## src/rtl/bcd_serial_adder.sv

```systemverilog
// rtl/bcd_serial_adder.sv - digit-serial BCD add/sub/accumulate/clear unit (optional BCD_SAT_EN: saturating results)
module bcd_serial_adder #(
  parameter int NDIG = 2
) (
  input  logic              clk,
  input  logic              rst_n,
  input  logic              start,
  input  logic [1:0]        mode,
  input  logic [4*NDIG-1:0] op_a,
  input  logic [4*NDIG-1:0] op_b,
  output logic              busy,
  output logic              done,
  output logic [4*NDIG-1:0] result,
  output logic              carry_out,
  output logic              invalid
);

  localparam int W = 4 * NDIG;
  localparam logic [1:0] MODE_ADD = 2'b00;
  localparam logic [1:0] MODE_ACC = 2'b01;
  localparam logic [1:0] MODE_SUB = 2'b10;

  typedef enum logic [1:0] {IDLE, RUN, DONE} state_t;

  state_t         state, state_nx;
  logic [W-1:0]   x_q, y_q, shadow;
  logic [3:0]     idx;
  logic           carry;
`ifdef BCD_SAT_EN
  logic [1:0]     mode_q;
`endif

  logic           bad_a, bad_b, bad;
  logic [W-1:0]   nines_b, x_ld, y_ld, shadow_nx, fin_result;
  logic [4:0]     dsum;
  logic [3:0]     dval;
  logic           dcarry, fin_carry, last;

  always_comb begin
    bad_a   = 1'b0;
    bad_b   = 1'b0;
    nines_b = '0;
    for (int i = 0; i < NDIG; i++) begin
      nines_b[4*i +: 4] = 4'd9 - op_b[4*i +: 4];
      if (op_a[4*i +: 4] > 4'd9) bad_a = 1'b1;
      if (op_b[4*i +: 4] > 4'd9) bad_b = 1'b1;
    end
    case (mode)
      MODE_ADD, MODE_SUB: bad = bad_a | bad_b;
      MODE_ACC:           bad = bad_a;
      default:            bad = 1'b0;
    endcase
  end

  // Operands are pre-arranged so RUN never looks at mode: SUB becomes a + (9-b) + 1.
  always_comb begin
    x_ld = '0;
    y_ld = '0;
    case (mode)
      MODE_ADD: begin x_ld = op_a;   y_ld = op_b;    end
      MODE_ACC: begin x_ld = result; y_ld = op_a;    end
      MODE_SUB: begin x_ld = op_a;   y_ld = nines_b; end
      default:  begin x_ld = '0;     y_ld = '0;      end
    endcase
  end

  always_comb begin
    dsum = {1'b0, x_q[3:0]} + {1'b0, y_q[3:0]} + {4'b0000, carry};
    if (dsum > 5'd9) begin
      dval   = 4'(dsum + 5'd6);
      dcarry = 1'b1;
    end else begin
      dval   = dsum[3:0];
      dcarry = 1'b0;
    end
    shadow_nx = shadow >> 4;
    shadow_nx[W-1 -: 4] = dval;
    last       = (idx == 4'(NDIG - 1));
    fin_result = shadow_nx;
    fin_carry  = dcarry;
`ifdef BCD_SAT_EN
    if (mode_q == MODE_SUB && !dcarry)
      fin_result = '0;
    else if (!mode_q[1] && dcarry)
      fin_result = {NDIG{4'h9}};
`endif
  end

  always_ff @(posedge clk or negedge rst_n) begin
    if (!rst_n) state <= IDLE;
    else        state <= state_nx;
  end

  always_comb begin
    state_nx = state;
    case (state)
      IDLE:    if (start) state_nx = bad ? DONE : RUN;
      RUN:     if (last)  state_nx = DONE;
      DONE:    state_nx = IDLE;
      default: state_nx = IDLE;
    endcase
  end

  always_ff @(posedge clk or negedge rst_n) begin
    if (!rst_n) begin
      x_q       <= '0;
      y_q       <= '0;
      shadow    <= '0;
      idx       <= '0;
      carry     <= 1'b0;
      result    <= '0;
      carry_out <= 1'b0;
      invalid   <= 1'b0;
`ifdef BCD_SAT_EN
      mode_q    <= '0;
`endif
    end else begin
      case (state)
        IDLE: begin
          if (start) begin
            idx    <= '0;
            shadow <= '0;
            if (bad) begin
              invalid <= 1'b1;
            end else begin
              x_q   <= x_ld;
              y_q   <= y_ld;
              carry <= (mode == MODE_SUB);
`ifdef BCD_SAT_EN
              mode_q <= mode;
`endif
            end
          end
        end
        RUN: begin
          x_q    <= x_q >> 4;
          y_q    <= y_q >> 4;
          carry  <= dcarry;
          shadow <= shadow_nx;
          idx    <= idx + 4'd1;
          // Outputs commit only on the edge into DONE; the shadow stays private.
          if (last) begin
            result    <= fin_result;
            carry_out <= fin_carry;
            invalid   <= 1'b0;
          end
        end
        default: ;
      endcase
    end
  end

  assign busy = (state != IDLE);
  assign done = (state == DONE);

endmodule

```

## config.mk

```make
export PLATFORM = sky130hd
export DESIGN_NAME = bcd_serial_adder
export DESIGN_NICKNAME = d
export VERILOG_FILES = /design/src/rtl/bcd_serial_adder.sv
export SDC_FILE = /design/constraint.sdc
export NUM_CORES = 1
export LEC_CHECK = 0
export ABC_AREA = 1
export CORE_MARGIN = 2
export CORE_UTILIZATION = 55
export CTS_BUF_LIST = sky130_fd_sc_hd__clkbuf_4
export DETAILED_ROUTE_END_ITERATION = 8
export PLACE_DENSITY = 0.87
export SYNTH_ARGS = -nofsm -noshare
export SYNTH_HDL_FRONTEND = slang
export SYNTH_SLANG_ARGS = --single-unit
```

## constraint.sdc

```tcl
create_clock -name clk -period 3.1 [get_ports clk]
set_input_delay 0.62 -clock clk [delete_from_list [all_inputs] [get_ports clk]]
set_output_delay 0.62 -clock clk [all_outputs]
set_load 0.005 [all_outputs]
```

---- Yosys cells after proc, flatten, opt, wreduce, memory -nomap -nowiden ----
Cells that the tools add are included.
word-level totals
  bits of input ports ..................... 21
  memories kept ........................... 0
  ROM bits ................................ 0
  output and inout port bits .............. 12
  RAM bits ................................ 0
  register bits ........................... 41
  bits in latches ......................... 0
operators by class
  magnitude comparators ................... 5
  eq/ne operators ......................... 9
  multiply operators ...................... 0
  mux-type cells .......................... 30
  reductions and logical operators ........ 10
  divide/modulo/power cells ............... 0
  shift operators ......................... 0
  bitwise logic cells ..................... 1
  add/subtract/negate cells ............... 6
operator list
  operator             number
  $pmux 8 s2           4
  $mux 8               5
  $pmux 8 s3           1
  $gt 4x4->1 const B   4
  $mux 1               10
  $mux 4               2
  $ne 2x2->1 const B   4
  $pmux 4 s2           1
  $sub 4x4->4 const A  2
  $mux 2               3
  $pmux 1 s2           3
  $reduce_and 2->1     3
  $add 4x4->5          1
  $add 5x1->5          1
  $gt 5x4->1 const B   1
  $add 4x1->4 const B  1
  $add 4x3->4 const B  1
  $eq 2x1->1 const B   2
  $eq 2x2->1 const B   2
  $eq 4x1->1 const B   1
  $logic_not 2->1      2
  $pmux 2 s2           1
  $reduce_and 4->1     1
  $reduce_bool 2->1    2
  other kinds (3)      3

---- Depth between registers and ports, before layout ----
  word-level depth ........................ 8
  mapped depth ............................ 14

---- Least setup slack after synthesis ----
Ideal clock, no wire load.
  path kind ............................... register to register
  from .................................... register x_q[0]
  to ...................................... register result[5]
  arrival ................................. 2108 ps
  path slack .............................. 875 ps
  data required time ...................... 2982 ps
  clock period less this slack ............ 2225 ps
  stages on the path, launching flop included .. 14
  cells stage by stage .................... dfrtp_1 fa_1 fa_1 inv_1 nand2_1 nand2_1 inv_1 ha_1 inv_1 nand3_4 nand2_4 nand2_2 nand3_1 nand2_1
on the way
  cells in the longest elaborated chain, start to end .. 4
  elaborated cells between the ends (all ways) .. 5
  classes of those cells .................. add/sub (3); order compare (1); mux (1)
ends and longest elaborated chain
  what                                       RTL line  RTL
  from (decl)                                26        logic [W-1:0] x_q, y_q, shadow;
  from (signal assigned)                     126       x_q <= x_ld;
  from (signal assigned)                     136       x_q <= x_q >> 4;
  $add 4x4->5 (*)                            68        dsum = {1'b0, x_q[3:0]} + {1'b0, y_q[3:0]} + {4'b0000, carry};
  $add 5x1->5 (*)                            68
  $add 4x3->4 or $gt 5x4->1 (tied branches)  70, 69
  $mux 4 (*)                                 69        if (dsum > 5'd9) begin
  to (signal assigned)                       143       result <= fin_result;
  to (decl)                                  13        output logic [4*NDIG-1:0] result,
Mark *: on every way between the ends. The rest lies on a longest branch, timed or not.
A chain may end at the register's enable or synchronous reset.

---- Worst setup path in the final report ----
Same ends and word-level chain as after synthesis.

==> results.md <==
* Post-route setup slack at 0.673 ns
* Post-synthesis sequential area ratio at 0.389
* Mean post-synth cell area at 7.88 um^2
* Clock buffer depth at 2
* EDFF count, synth at 0
* Clock skew at 0.0160 ns
* Slew @ Worst Pin at 0.809 ns
* Cell with the most instances after synthesis: nand2_1
* Fraction of registers with async set/reset at 1.00
* Uppermost layer routed: met4
* Cts bufs inserted at 5
* Switching power at 1.24 mW
* Worst-skew pair later-pin latency at 0.36 ns
* Top cell type's share of synthesized area at 0.389
* Yosys top cell by area: dfrtp_1
* Status: finished clean
* RSZ-0062 raised after global routing: false
* CTS H-tree lvls at 2
* Row cnt at 23
* Share of cells above drive strength 1 at 0.152
* Hold Vio Cnt, Final at 0
* P&R area growth vs syn at 15.6%
* Worst path required time at 3.35 ns
* Area of the mapped netlist at 0.00238 mm^2
* Kind of critical path: reg -> reg
* TritonCTS clock tree: yes
* Width of the die at 69.8 um
* Max Fanout on Critical Path at 4
* Via/cell ratio at 5.43
* ANT nets after route at 0
* Post-DP HPWL at 4180 um
* Top cells by count, synth: nand2_1, inv_1, dfrtp_1
* CP arrival at 2.67 ns
* Hold_buf cts at 0
* Initial antenna violation count at 0
* Met2 routed WL at 2530 um
* Pint at 1.34 mW
* CTS sink count at 37
* Fin Setup TNS at 0 ns
* Gate Count Post-Synth at 302
* DRC at 0
* 1st-iter DRT viols at 167
* Sw Share at 0.480
* Seq pwr share at 0.315
* Fillers at 348
* Minimum clock period at 2.43 ns
* Met3 WL post-DR at 384 um
* Clk slew on worst S/H paths at 0.11 ns
* Crit share post-route at 0.783
* Vias in the first global route at 2015
* Total GRT Usage at 0.241
* Via count of the routed design at 2090
* FMAX at 0.412 GHz
* Buffer count from post-CTS setup fixing at 0
* First-pass GRT wire length at 9320 um
* Netlist cell types at 31
* Syn nets at 333
* Synth warn at 0
* Hold Crit Class: in -> async
* Final nets at 365
* Max Cap Viol at 0
* Max Slew Vio Count at 0
* Initial Util at 0.582
* Startpoint types: flop
* PostCTS Resize Cnt at 0
* Maximum vdd ir drop at 559 uV
* Leak at 1.36 nW
* Met1 wire length at 2370 um
* Logic gate share of total power at 0.583
* CTS Root Cell: clkbuf_4
* Routability cong. at 0.897
* Clk network pwr share at 0.102
* WL final at 5490 um
* Flop-to-flop setup slack at 0.67 ns
* CORE AREA at 0.00409 mm^2
* Die Ht at 69.8 um
* Grt ovf at 0
* Pre-CTS WS at 0.672 ns
* Largest net degree at the start of global routing at 38
* First-pass iteration count of the detailed router at 5
* Setup Viol. Count Final at 0
* WL per Instance at 14.3 um
* Synth Flop Type: dfrtp_1
* Yosys reg bits at 37
* P per Cell Area at 937 mW/mm^2
* Synth area leaders: dfrtp_1, nand2_1, inv_1
* Port bufs at 32
* Ports at 33
* N_diodes at 0
* Critical Path End Type: flop
* Die outline area at 0.00487 mm^2
* Slew HR at 0.460
[critical path: stages (launching register included)]
cell,delay [ns]
dfrtp_1,0.41
fa_1,0.48
fa_1,0.40
inv_1,0.10
nand2_1,0.06
nand2_1,0.09
inv_1,0.07
ha_1,0.22
inv_1,0.11
nand3_4,0.10
nand2_4,0.08
nand2_2,0.05
nand3_1,0.09
nand2_1,0.06
[final timing paths]
check                         from        end  cells past startpoint
max                         x_q[0]  result[5]                     13
min                          rst_n     y_q[4]                      1
max reg2reg                 x_q[0]  result[5]                     13
min reg2reg                invalid    invalid                      2
max in group asynchronous    rst_n     x_q[0]                      1
min in group clk           invalid    invalid                      2
[power by group through the flow]
stage                     Combinational, mW  Clock [mW]  Sequential [mW]
after global placement                 1.43           0            0.815
after detailed placement               1.50           0            0.822
after global routing                   1.68       0.296            0.836
after CTS                              1.51       0.275            0.813
after floorplan                        1.14           0            0.792
final                                  1.50       0.262            0.813
[registers in the layout (all words and copies together), names as in the netlist]
| signal | flops |
|---|---|
| y_q | 8 |
| state | 2 |
| result | 8 |
| invalid | 1 |
| carry_out | 1 |
| carry | 1 |
| shadow | 4 |
| idx | 4 |
| x_q | 8 |
[area by class of cell]
| type | instances | area [um^2] | area share |
|---|---|---|---|
| clock buffer | 6 | 45.0 | 0.0164 |
| multi-input combinational | 209 | 1200 | 0.435 |
| inverter | 49 | 189 | 0.0687 |
| timing repair buffer | 32 | 315 | 0.115 |
| clock inverter | 2 | 15.0 | 0.00546 |
| sequential | 37 | 926 | 0.337 |
| tap | 50 | 62.6 | 0.0227 |
[stage by stage]
step / power [mW] / instance area, um^2 / util / hold slack (ns) / std cells
final: 2.58 / 2750 / 0.673 / 0.352 / 385
after global routing: 2.82 / 2750 / 0.673 / 0.385 / 385
after CTS: 2.59 / 2750 / 0.673 / 0.352 / 385
after detailed placement: 2.32 / 2690 / 0.658 / 0.468 / 377
after global placement: 2.24 / 2690 / 0.658 / 0.457 / 377
after floorplan: 1.93 / 2380 / - / 0.324 / 302
[routing by layer]
metal  global-route usage  vias up
li1                     -     1030
met1                0.310      954
met2                0.390       89
met3               0.0480       17
met4                0.113        0
met5                    0        -
[cell families (layout without fill, tap and decap cells)]
family	Yosys count	count (layout)	share of synthesized area
AO/OA/AOI/OAI	52	52	0.131
adder cells (fa/ha/maj)	10	10	0.0589
buffers and inverters	56	89	0.108
flip-flops	37	37	0.389
multiplexers	2	2	0.00841
AND/OR/NAND/NOR	145	145	0.304
[layout by cell type, fill, tap and decap left out]
cell type	count
nand2_1	84
inv_1	41
dfrtp_1	37
clkdlybuf4s50_1	31
nand3_1	22
o21ai_0	16
nand2_2	12
o21ai_1	12
nor2_1	10
ha_1	8
inv_2	6
o22ai_1	6
clkbuf_4	6
a21oi_1	5
o21ai_2	5
nand2_4	4
nor2_2	4
o211ai_1	3
nor2_4	2
nand2_8	2
nand3_4	2
inv_4	2
a21oi_2	2
o221ai_1	2
nand4_1	2
mux2i_1	2
fa_1	2
clkinvlp_4	2
a221oi_1	1
or2_2	1
buf_2	1
Note: power is estimated with default switching activity, not from simulation.
